**src/rtl/cd_global_resp_distributor_pkg.sv**
```systemverilog
// cd_global_resp_distributor_pkg: header field layout and GLOBAL requester coordinate defaults
package cd_global_resp_distributor_pkg;
  localparam int NI = 4;
  localparam int NO = 8;
  localparam int DEF_DATA_W = 64;
  localparam int DEF_HXO = 55;
  localparam int DEF_HXW = 4;
  localparam int DEF_HYO = 51;
  localparam int DEF_HYW = 4;
  localparam int DEF_RX [NO] = '{0, 1, 2, 3, 0, 1, 2, 3};
  localparam int DEF_RY [NO] = '{1, 1, 1, 1, 2, 2, 2, 2};
endpackage

```
**src/rtl/cd_rr_arb4.sv**
```systemverilog
// cd_rr_arb4: 4-way round-robin grant search starting at ptr; pointer state lives in the parent
module cd_rr_arb4 (
  input  logic [3:0] req,
  input  logic [1:0] ptr,
  input  logic       en,
  output logic [3:0] gnt,
  output logic [1:0] gnt_idx,
  output logic       any
);
  logic [1:0] c;
  always_comb begin
    gnt_idx = '0;
    any = 1'b0;
    c = '0;
    for (int j = 3; j >= 0; j--) begin
      c = ptr + 2'(j);
      if (en && req[c]) begin
        gnt_idx = c;
        any = 1'b1;
      end
    end
    gnt = any ? 4'b0001 << gnt_idx : 4'b0000;
  end
endmodule

```
**src/rtl/cd_global_resp_distributor.sv**
```systemverilog
// cd_global_resp_distributor: 4 LLC response streams routed by Hx/Hy to 8 requester output registers.
// Define CD_RESP_DROP_CNT_EN to add a saturating drop_cnt of unroutable flits.
module cd_global_resp_distributor
  import cd_global_resp_distributor_pkg::*;
#(
  parameter int DATA_W = DEF_DATA_W,
  parameter int HXO = DEF_HXO,
  parameter int HXW = DEF_HXW,
  parameter int HYO = DEF_HYO,
  parameter int HYW = DEF_HYW,
  parameter int RX0 = DEF_RX[0], parameter int RX1 = DEF_RX[1],
  parameter int RX2 = DEF_RX[2], parameter int RX3 = DEF_RX[3],
  parameter int RX4 = DEF_RX[4], parameter int RX5 = DEF_RX[5],
  parameter int RX6 = DEF_RX[6], parameter int RX7 = DEF_RX[7],
  parameter int RY0 = DEF_RY[0], parameter int RY1 = DEF_RY[1],
  parameter int RY2 = DEF_RY[2], parameter int RY3 = DEF_RY[3],
  parameter int RY4 = DEF_RY[4], parameter int RY5 = DEF_RY[5],
  parameter int RY6 = DEF_RY[6], parameter int RY7 = DEF_RY[7]
) (
  input  logic                 clk,
  input  logic                 reset,
  input  logic [NI-1:0]        in_valid,
  output logic [NI-1:0]        in_ready,
  input  logic [NI*DATA_W-1:0] in_data,
  output logic [NO-1:0]        out_valid,
  input  logic [NO-1:0]        out_ready,
  output logic [NO*DATA_W-1:0] out_data,
  output logic                 err_unroutable
`ifdef CD_RESP_DROP_CNT_EN
  ,
  output logic [7:0]           drop_cnt
`endif
);
  localparam int RXA [NO] = '{RX0, RX1, RX2, RX3, RX4, RX5, RX6, RX7};
  localparam int RYA [NO] = '{RY0, RY1, RY2, RY3, RY4, RY5, RY6, RY7};
  logic [NI-1:0][DATA_W-1:0] din;
  logic [NO-1:0][DATA_W-1:0] dout_q;
  logic [NI-1:0][NO-1:0] match;
  logic [NO-1:0][NI-1:0] req, gnt;
  logic [NO-1:0][1:0] ptr_q, gidx;
  logic [NO-1:0] vld_q, free, any;
  logic [NI-1:0] granted, drop;
  logic err_q;
  assign din = in_data;
  assign out_data = dout_q;
  assign out_valid = vld_q;
  assign err_unroutable = err_q;
  assign free = ~vld_q | out_ready;
  always_comb begin
    match = '0;
    req = '0;
    for (int i = 0; i < NI; i++)
      for (int k = 0; k < NO; k++) begin
        match[i][k] = din[i][HXO-:HXW] == HXW'(RXA[k]) && din[i][HYO-:HYW] == HYW'(RYA[k]);
        req[k][i] = in_valid[i] & match[i][k];
      end
  end
  for (genvar k = 0; k < NO; k++) begin : g_arb
    cd_rr_arb4 u_arb (
      .req(req[k]), .ptr(ptr_q[k]), .en(free[k] & ~reset),
      .gnt(gnt[k]), .gnt_idx(gidx[k]), .any(any[k])
    );
  end
  // Each input matches at most one output, so OR-ing grant columns yields a single accept
  always_comb begin
    granted = '0;
    drop = '0;
    for (int i = 0; i < NI; i++) begin
      for (int k = 0; k < NO; k++) granted[i] = granted[i] | gnt[k][i];
      drop[i] = !reset && in_valid[i] && !(|match[i]);
    end
    in_ready = granted | drop;
  end
  always_ff @(posedge clk) begin
    if (reset) begin
      vld_q <= '0;
      dout_q <= '0;
      ptr_q <= '0;
      err_q <= 1'b0;
    end else begin
      for (int k = 0; k < NO; k++) begin
        if (any[k]) begin
          dout_q[k] <= din[gidx[k]];
          vld_q[k] <= 1'b1;
          ptr_q[k] <= gidx[k] + 2'd1;
        end else if (out_ready[k]) vld_q[k] <= 1'b0;
      end
      err_q <= err_q | (|drop);
    end
  end
`ifdef CD_RESP_DROP_CNT_EN
  logic [7:0] cnt_q;
  logic [8:0] cnt_d;
  assign cnt_d = {1'b0, cnt_q} + 9'($countones(drop));
  assign drop_cnt = cnt_q;
  always_ff @(posedge clk) begin
    if (reset) cnt_q <= '0;
    else cnt_q <= cnt_d[8] ? 8'hFF : cnt_d[7:0];
  end
`endif
endmodule

```
**config.mk**
```make
export PLATFORM = sky130hd
export DESIGN_NAME = cd_global_resp_distributor
export DESIGN_NICKNAME = d
export VERILOG_FILES = /design/src/rtl/cd_global_resp_distributor_pkg.sv /design/src/rtl/cd_rr_arb4.sv /design/src/rtl/cd_global_resp_distributor.sv
export SDC_FILE = /design/constraint.sdc
export NUM_CORES = 2
export LEC_CHECK = 0
export BUFFER_PORTS_ARGS = -buffer_cell sky130_fd_sc_hd__buf_2
export CAP_MARGIN = 30
export CORE_AREA = 2 2 310 312
export CTS_CLUSTER_DIAMETER = 40
export CTS_CLUSTER_SIZE = 12
export DETAILED_ROUTE_END_ITERATION = 10
export DIE_AREA = 0 0 312 314
export PLACE_DENSITY_LB_ADDON = 0.1
export SYNTH_ARGS = -nofsm -noshare
export SYNTH_HDL_FRONTEND = slang
export SYNTH_SLANG_ARGS = --single-unit
```
**constraint.sdc**
```tcl
create_clock -name clk -period 6.2 [get_ports clk]
set_input_delay 1.24 -clock clk [delete_from_list [all_inputs] [get_ports clk]]
set_output_delay 1.24 -clock clk [all_outputs]
set_load 0.05 [all_outputs]
```
==> results.txt <==
worst hold path class = reg -> reg
DIE AREA = 98000 um2
sequential share of power = 32.0%
Setup CP Type = in -> out
CP peak stage delay = 600 ps
DRC viols = 0
Worst Setup Start Kind = primary input
antenna-violating nets left = 0
worst r2r src = ptr_q[4]$_SDFFE_PP0P_
via/cell ratio = 5.81
drt wl/cell = 28.6 um
area share of the largest cell type after synthesis = 33.1%
number of global-route vias before repair = 30200
# rows = 113
EDFF count, synth = 0
buffer count from post-CTS setup fixing = 0
IR Drop Worst-Case VDD = 0.000227 V
Die Ht = 314 um
DP Area = 36900 um2
Simple-Gate Fraction of Synth Area = 13.0%
Post-Route WL = 156000 um
cts hold-fix bufs = 0
Yosys top cell by area = dfxtp_1
worst reg2reg setup slack = 2010 ps
Pins Over Slew Limit = 0
drt first pass iters = 5
depth of the most critical reg-to-reg path = 9
PwrDens = 265 nW/um2
CTS tree = yes
pin count of the biggest net entering global routing = 113
main flop type after synthesis = dfxtp_1
worst setup margin = 676 ps
Clock power frac = 60.2%
syn avg cell area = 9.14 um2
Routability Congestion = 0.868
adder-cell share of the synthesized area = 1.23%
Layout Area Growth over Synthesis = 26.7%
Max Cap Violations = 0
layout cells sized above 1 = 28.3%
Sink Count = 537
top cell family by delay on the critical path = simple AND/OR/NAND/NOR gates
detailed placement HPWL = 105000 um
Sw Share = 25.3%
sequential area share after synthesis = 33.1%
complex-gate fraction of the synthesized area = 17.4%
Synth area leaders = dfxtp_1, mux2i_1, nand2_1
setup TNS = 0 ps
core area = 94400 um2
pre-CTS setup slack = 661 ps
final clock skew = 24.4 ps
CP max FO = 10
Worst Setup SP = in_data[55]
total power = 10.9 mW
Slew headroom = 29.5%
final hold vios = 0
Comb power frac = 7.8%
gate count of the mapped netlist = 3557
antenna violations before repair = 28
outcome = finished clean
CTS buffer count = 115
Hold Crit Depth = 1
Yosys reg bits = 537
Vias = 31600
Slowest cell on crit path = or3_4
first-pass GRT wire length = 222000 um
largest family of logic cells by synthesized area = multiplexers
Die Wd = 312 um
quantity of gates resized following cts = 0
met3 usage = 7.36%
Cell variety after synth = 86
mux share of post-synthesis cell area = 28.2%
synth warn = 0
P_sw = 2.77 mW
GR Util All Layers = 30.4%
final setup vio count = 0
Design Area, Final = 41200 um2
initial core utilization = 34.4%
CP arrival = 4280 ps
Post-Syn Area = 32500 um2
Fmax = 0.181 GHz
number of buffer and inverter stages on the critical path = 3
Setup crit end kind = output pin
Ports = 795
GRT busiest layer = met2
Final Cycle Share = 89.1%
IO Port Bufs = 794
Worst path depth = 12
Clock transition at path regs = 40 ps
grt total ovfl = 0
asr flop ratio synth = 0%
Layout Nets = 4369
Final Util = 43.6%
clk_lat worst skew = 710 ps
crit-path cells = buf_2, nand4bb_1, or3_4, o211ai_2, nand2_1, o221a_2, or2_2, inv_1, ha_1, nand2_1, nand3_1, buf_2
RSZ-0062 raised after global routing = no
minimum clock period = 5520 ps
grt met1 use = 39.6%
internal power = 8.15 mW
capture point of the worst path = in_ready[0]
CTS max path bufs = 3
worst path required time = 4960 ps
LEAKAGE = 16.1 nW
grt met2 use = 47.9%
reg-to-reg critical path endpoint = out_data[138]$_SDFFE_PP0P_
clock root buffer = clkbuf_16
Least-Margin Pin Slew = 1060 ps
post-synthesis xor/xnor area fraction = 0.108%
post-synth net total = 3859
H-tree levels = 3
1st-iter DRT viols = 2483
-- layer usage --
| metal | vias up | wire length (um) |
|---|---|---|
| li1 | 14200 | - |
| met1 | 15700 | 66700 |
| met2 | 1388 | 70000 |
| met3 | 301 | 12300 |
| met4 | 22 | 6560 |
| met5 | - | 128 |
-- sequential cells by signal (all words and copies together) (netlist names) --
register and flops:
ptr_q 16, out_valid 8, out_data 512, err_unroutable 1
-- worst min path at each step --
stage / from / endpoint / slack, ps
after floorplan: ptr_q[0]$_SDFFE_PP0P_ / ptr_q[0]$_SDFFE_PP0P_ / 470
after global placement: out_data[30]$_SDFFE_PP0P_ / out_data[30]$_SDFFE_PP0P_ / 430
after detailed placement: out_data[16]$_SDFFE_PP0P_ / out_data[16]$_SDFFE_PP0P_ / 430
after CTS: out_data[16]$_SDFFE_PP0P_ / out_data[16]$_SDFFE_PP0P_ / 450
after global routing: out_data[115]$_SDFFE_PP0P_ / out_data[115]$_SDFFE_PP0P_ / 460
final: out_data[28]$_SDFFE_PP0P_ / out_data[28]$_SDFFE_PP0P_ / 440
-- cells by family (layout without fill, tap and decap cells) --
| family | count (synthesis) | count (layout) |
|---|---|---|
| adders and majority gates | 32 | 32 |
| buffers and inverters | 516 | 1124 |
| other | 0 | 9 |
| DFF | 537 | 537 |
| and+or+nand+nor | 826 | 826 |
| muxes | 906 | 906 |
| AOI/OAI and AO/OA | 736 | 736 |
| xor gates and xnor gates | 4 | 4 |
-- stage by stage --
step | instances | hold WS [ps]
floorplan | 3557 | 468
global placement | 5209 | 429
detailed placement | 5212 | 434
CTS | 5427 | 445
global route | 5438 | 461
finish | 5439 | 444
-- synth_stat cells (all sizes together), types with 6 or more instances --
cell / number
mux2i: 845
dfxtp: 537
nand2: 427
clkbuf: 273
buf: 204
o21ai: 158
o221ai: 145
a32o: 112
and2: 71
nor2: 70
nand3b: 61
mux2: 60
a2bb2oi: 56
and4: 53
a21oi: 43
o211ai: 40
inv: 38
a31oi: 37
nor3: 35
ha: 32
a21o: 28
nand3: 27
o22ai: 23
a311oi: 19
nand2b: 14
a211oi: 10
nor4: 10
or3: 10
and3: 8
nand4: 8
a221oi: 7
a22oi: 7
nor4b: 6
o2111ai: 6
o31a: 6
o31ai: 6
-- cell usage in the layout (no fill, tap or decap), drive strengths merged, types with 45 or more instances in the layout --
cell type / synthesis / final
nor2: 70 / 70
a32o: 112 / 112
and2: 71 / 71
o21ai: 158 / 158
mux2i: 845 / 845
o221ai: 145 / 145
inv: 38 / 45
nand3b: 61 / 61
mux2: 60 / 60
and4: 53 / 53
clkbuf: 273 / 161
dfxtp: 537 / 537
a2bb2oi: 56 / 56
buf: 204 / 870
nand2: 427 / 427
-- layout make-up --
class,count,area (um2)
diodes,9,22.5
clock buffers,161,3340
clock inverters,54,803
multi-input cells,2504,19800
repair buffers,870,4760
inverters,39,149
flip-flops and latches,537,10800
fillers,9500,53300
well taps,1265,1580
-- power groups by stage --
| stage | clock (mW) | sequential, mW | combinational [mW] |
|---|---|---|---|
| after global placement | 0 | 3.56 | 0.827 |
| after global routing | 6.84 | 3.49 | 0.903 |
| after detailed placement | 0 | 3.56 | 0.834 |
| final | 6.57 | 3.49 | 0.846 |
| after CTS | 6.66 | 3.49 | 0.837 |
| after floorplan | 0 | 3.63 | 0.426 |
(Power assumes the default switching activity.)
